`src/rtl/wb_req_queue.sv`:
```
// wb_req_queue: request FIFO feeding the Wishbone master one transaction at a time,
// returning a single-cycle response pulse per completed transfer.
module wb_req_queue #(
   parameter int DATA_WL = 16,
   parameter int ADR_WL  = 16,
   parameter int DEPTH   = 4,
   parameter int PTR_WL  = 2
) (
   input  logic               clk,
   input  logic               a_reset_l,
   input  logic               req_valid_i,
   output logic               req_ready_o,
   input  logic               req_we_i,
   input  logic [ADR_WL-1:0]  req_addr_i,
   input  logic [DATA_WL-1:0] req_data_i,
   input  logic               flush_i,
   output logic               rsp_valid_o,
   output logic               rsp_we_o,
   output logic [DATA_WL-1:0] rsp_data_o,
   output logic [PTR_WL:0]    count_o,
   output logic               mem_start_o,
   output logic               mem_we_o,
   output logic [ADR_WL-1:0]  mem_addr_o,
   output logic [DATA_WL-1:0] mem_data_o,
   input  logic               mem_busy_i,
   input  logic               mem_valid_i,
   input  logic [DATA_WL-1:0] mem_data_i
);
   typedef enum logic [3:0] {
      IDLE      = 4'b0001,
      ISSUE     = 4'b0010,
      WAIT_ACC  = 4'b0100,
      WAIT_DONE = 4'b1000
   } state_t;
   localparam logic [PTR_WL:0] FULL = (PTR_WL+1)'(DEPTH);
   logic [ADR_WL+DATA_WL:0] r_mem [DEPTH];
   logic [PTR_WL-1:0]       r_wptr, r_rptr;
   logic [PTR_WL:0]         r_count;
   state_t                  r_state;
   logic                    w_push, w_pop;
   logic [ADR_WL+DATA_WL:0] w_head;
   assign req_ready_o = r_count != FULL;
   assign count_o     = r_count;
   assign w_push      = req_valid_i && req_ready_o && !flush_i;
   assign w_pop       = r_state == IDLE && r_count != '0 && !flush_i;
   assign w_head      = r_mem[r_rptr];
   always_ff @(posedge clk)
      if (w_push) r_mem[r_wptr] <= {req_we_i, req_addr_i, req_data_i};
   always_ff @(posedge clk or negedge a_reset_l)
      if (!a_reset_l) begin
         r_wptr  <= '0;
         r_rptr  <= '0;
         r_count <= '0;
      end else if (flush_i) begin
         r_wptr  <= '0;
         r_rptr  <= '0;
         r_count <= '0;
      end else begin
         if (w_push) r_wptr <= r_wptr + PTR_WL'(1);
         if (w_pop) r_rptr <= r_rptr + PTR_WL'(1);
         r_count <= r_count + (PTR_WL+1)'(w_push) - (PTR_WL+1)'(w_pop);
      end
   // The in-flight transfer lives only in the mem_* registers, so flush never touches it.
   always_ff @(posedge clk or negedge a_reset_l)
      if (!a_reset_l) begin
         r_state     <= IDLE;
         mem_start_o <= 1'b0;
         mem_we_o    <= 1'b0;
         mem_addr_o  <= '0;
         mem_data_o  <= '0;
         rsp_valid_o <= 1'b0;
         rsp_we_o    <= 1'b0;
         rsp_data_o  <= '0;
      end else begin
         rsp_valid_o <= 1'b0;
         case (r_state)
            IDLE:
               if (w_pop) begin
                  {mem_we_o, mem_addr_o, mem_data_o} <= w_head;
                  mem_start_o <= 1'b1;
                  r_state     <= ISSUE;
               end
            ISSUE: begin
               mem_start_o <= 1'b0;
               r_state     <= WAIT_ACC;
            end
            WAIT_ACC:
               if (mem_busy_i) r_state <= WAIT_DONE;
            WAIT_DONE:
               if (mem_valid_i) begin
                  rsp_data_o  <= mem_data_i;
                  rsp_we_o    <= mem_we_o;
                  rsp_valid_o <= 1'b1;
                  r_state     <= IDLE;
               end
            default: begin
               mem_start_o <= 1'b0;
               r_state     <= IDLE;
            end
         endcase
      end
endmodule

```
`config.mk`:
```
export PLATFORM = sky130hd
export DESIGN_NAME = wb_req_queue
export DESIGN_NICKNAME = d
export VERILOG_FILES = /design/src/rtl/wb_req_queue.sv
export SDC_FILE = /design/constraint.sdc
export NUM_CORES = 1
export LEC_CHECK = 0
export CAP_MARGIN = 20
export CORE_ASPECT_RATIO = 1.4
export CORE_MARGIN = 3
export CORE_UTILIZATION = 48
export CTS_CLUSTER_SIZE = 25
export DETAILED_ROUTE_END_ITERATION = 16
export PLACE_DENSITY = 0.82
export SLEW_MARGIN = 20
export SYNTH_ARGS = -nofsm -noshare
export SYNTH_HDL_FRONTEND = slang
export SYNTH_SLANG_ARGS = --single-unit
```
`constraint.sdc`:
```
create_clock -name clk -period 2.8 [get_ports clk]
set_input_delay 0.56 -clock clk [delete_from_list [all_inputs] [get_ports clk]]
set_output_delay 0.56 -clock clk [all_outputs]
set_load 0.01 [all_outputs]
```
==> results.py, run 1 <==
metrics = {
    "run_status": {
        "status": "completed",
    },
    "clocking": {
        "clockRootBuffer": "clkbuf_16",
        "cts_tree": "built",
        "cts_setup_buffers": 0,
        "cts_resized": 0,
        "clock_sinks": 195,
        "cts_hold_buf": 0,
        "cts.path.max_buffers": 2,
        "numCtsBuffers": 17,
        "clk_pin_slew_ps": 70,
        "worstSkewPairLatency_ps": 420,
        "cts_htree_levels": 4,
    },
    "logic_synthesis": {
        "synth.largest_area_cell": "edfxtp_1",
        "synth_async_sr_flop_share_pct": 32.3,
        "synth.top_cell.area_share_pct": 53.9,
        "synth_commonest_cells": "edfxtp_1, dfrtp_1, mux2_2, mux4_2, inv_1",
        "synth-seq-area-share_pct": 75.3,
        "ys.flop_type": "edfxtp_1",
        "syn_nets": 418,
        "ys_warn_count": 0,
        "synthCells": 356,
        "ys_seq_elements": 195,
        "synth_edf_count": 132,
        "synth_area_per_cell_sq_um": 20.7,
        "synth.most_common_cell": "edfxtp_1",
        "synth_area_leaders": "edfxtp_1, dfrtp_1, mux4_2",
        "netlist_area_sq_um": 7350,
        "synth_cell_types": 34,
    },
    "timing": {
        "setup_viol": 0,
        "hold_viol": 0,
        "relSlewSlack_pct": 39.6,
        "slew_violations": 0,
        "finalCriticalPeriod_ps": 2560,
        "max_clock_freq_ghz": 0.391,
        "final.period_utilization_pct": 91.4,
        "tightestPinTransition_ps": 906,
        "whs_ps": 241,
        "rsz0062_at_grt": "no",
        "setup_tns_ps": 0,
        "fin_skew_ps": 9.15,
    },
    "global_route": {
        "grt_pass1_vias": 4136,
        "track_usage_pct": 17.6,
        "grt-ovfl-total": 0,
        "antenna_found_initial": 0,
        "grt_first_pass_wirelength_um": 22800,
        "grt_max_degree": 64,
    },
    "power_and_ir_drop": {
        "p_leak_nw": 3.35,
        "combPwrFrac_pct": 26.1,
        "swShare_pct": 26.0,
        "p_clk_share_pct": 28.0,
        "ir_drop_mv": 0.515,
        "seqPwrFrac_pct": 45.9,
        "internal-power_w": 0.00620,
        "switchingPower_w": 0.00218,
        "powerDensity_nw_per_um2": 897,
    },
    "drt": {
        "drtIter0Drc": 230,
        "wl_um": 14100,
        "drtAntennaViolNets": 0,
        "drc": 0,
        "drt-wirelength-per-cell_um": 20.8,
        "viasPerCell": 5.44,
        "vias": 3696,
        "drtPass1Iterations": 4,
    },
    "worst_setup_path": {
        "start_kind": "register",
        "reg2regPathDepth": 8,
        "cp.depth": 3,
        "crit_type": "reg2out",
        "cp-end-kind": "output port",
        "crit_arrival_ps": 2000,
        "crit_chain": "nor3b_1 -> inv_1 -> clkdlybuf4s50_1",
        "critical_path.max_stage_delay_ps": 510,
        "crit_fanout": 5,
        "cp_slowest_cell": "clkdlybuf4s50_1",
        "cp.required_ps": 2240,
        "cp_num_buf_inv": 2,
        "critPathTopFamily": "buffers and inverters",
    },
    "final_layout": {
        "drive_gt1_share_pct": 27.3,
        "seqCellArea_sq_um": 5540,
        "finalNetCount": 539,
        "multi_input_area_sq_um": 1720,
        "area_delta_synth_final_pct": 27.0,
        "fillers": 1035,
        "n_antenna_cell": 0,
    },
    "place": {
        "io_buffers": 110,
        "detailed_place_hpwl_um": 8870,
        "place_congestion": 0.695,
    },
    "floorplan": {
        "fp.dieH_um": 152,
        "ios": 111,
        "core_sq_um": 14700,
        "initial_core_util_pct": 50.0,
        "num_rows": 52,
        "die_area_sq_um": 16900,
        "die_w_um": 111,
    },
    "min_path": {
        "hp-class": "in2async",
    },
    "job": {
        "maxCapViolations": 0,
    },
}
==> cell usage in the layout, fill, tap and decap left out, types with 3 or more instances in the layout <==
| cell type | n |
|---|---|
| dfrtp_1 | 60 |
| inv_1 | 8 |
| buf_4 | 5 |
| and2_2 | 4 |
| clkbuf_8 | 3 |
| clkdlybuf4s50_1 | 109 |
| nor3_1 | 5 |
| edfxtp_1 | 132 |
| mux4_2 | 33 |
| clkbuf_16 | 18 |
| buf_12 | 5 |
| mux2_2 | 49 |
| clkinv_4 | 3 |
| a21oi_1 | 6 |
| ha_1 | 4 |
| nor2_1 | 6 |
| clkbuf_1 | 5 |
| o21ai_0 | 4 |
==> cell type report <==
type,instances,share of cell area [%]
inverters,10,0.402
clock buffers,26,5.46
repair buffers,119,13.1
clock inverters,6,0.750
well taps,189,2.53
flip-flops and latches,195,59.3
multi-input cells,134,18.4
==> power by group through the flow <==
stage	combinational [W]	sequential, W	clock, W
finish	0.00219	0.00384	0.00235
global route	0.00235	0.00391	0.00253
CTS	0.00223	0.00385	0.00240
detailed placement	0.00222	0.00391	0
global placement	0.00214	0.00388	0
floorplan	0.00127	0.00387	0
==> metal layers <==
metal	global-route usage (%)	vias up	part of all wire, %
met5	0	-	0
met4	5.81	0	1.4
met3	3.14	17	3.5
met2	32.8	98	57
met1	20.6	1953	38
li1	-	1628	-
==> state kept, by name, summed over array words and instances, names as in the netlist <==
| register | cells |
|---|---|
| rsp_data_o | 16 |
| r_rptr | 2 |
| mem_addr_o | 16 |
| r_state | 4 |
| rsp_valid_o | 1 |
| mem_we_o | 1 |
| r_wptr | 2 |
| mem_data_o | 16 |
| mem_start_o | 1 |
| r_mem | 132 |
| count_o | 3 |
| rsp_we_o | 1 |
==> cell families (layout without fill, tap and decap cells) <==
| kind of cell | Yosys count | in the layout | share of synthesized area [%] |
|---|---|---|---|
| multiplexers | 84 | 84 | 17.9 |
| buffers and inverters | 27 | 161 | 1.75 |
| AO/OA/AOI/OAI | 13 | 13 | 1.04 |
| XOR/XNOR | 4 | 4 | 0.476 |
| flip-flops | 195 | 195 | 75.3 |
| adder cells (fa/ha/maj) | 7 | 7 | 1.29 |
| AND/OR/NAND/NOR | 26 | 26 | 2.19 |
==> worst paths after layout <==
check / end / from / slack [ps]
worst max register to register: count_o[1]$_DFF_PN0_ / r_state[2]$_DFFE_PN0P_ / 260
worst min register to register: rsp_we_o$_DFFE_PN0P_ / rsp_we_o$_DFFE_PN0P_ / 500
worst min-delay path: rsp_data_o[13]$_DFFE_PN0P_ / a_reset_l / 240
min in group clk: rsp_we_o$_DFFE_PN0P_ / rsp_we_o$_DFFE_PN0P_ / 500
worst max-delay path: req_ready_o / count_o[1]$_DFF_PN0_ / 240
max in group asynchronous: r_rptr[0]$_DFFE_PN0P_ / a_reset_l / 1940
==> stage by stage <==
step                      utilization (%)  area [sq um]  worst slack (ps)  instances  total power, W
after global placement               59.6          8760               264        647         0.00602
final                                63.5          9340               242        679         0.00838
after CTS                            63.5          9340               224        679         0.00848
after floorplan                         -          7390              18.7        356         0.00513
after global routing                 63.5          9340               150        679         0.00879
after detailed placement             59.6          8760               106        647         0.00613
(Power assumes the default switching activity.)
==> run 2: changes to the inputs <==
HOLD_SLACK_MARGIN = 0.1   (was not set)
==> results of run 2 <==
No change in the layout: final DEF, timing and power equal those of run 1.
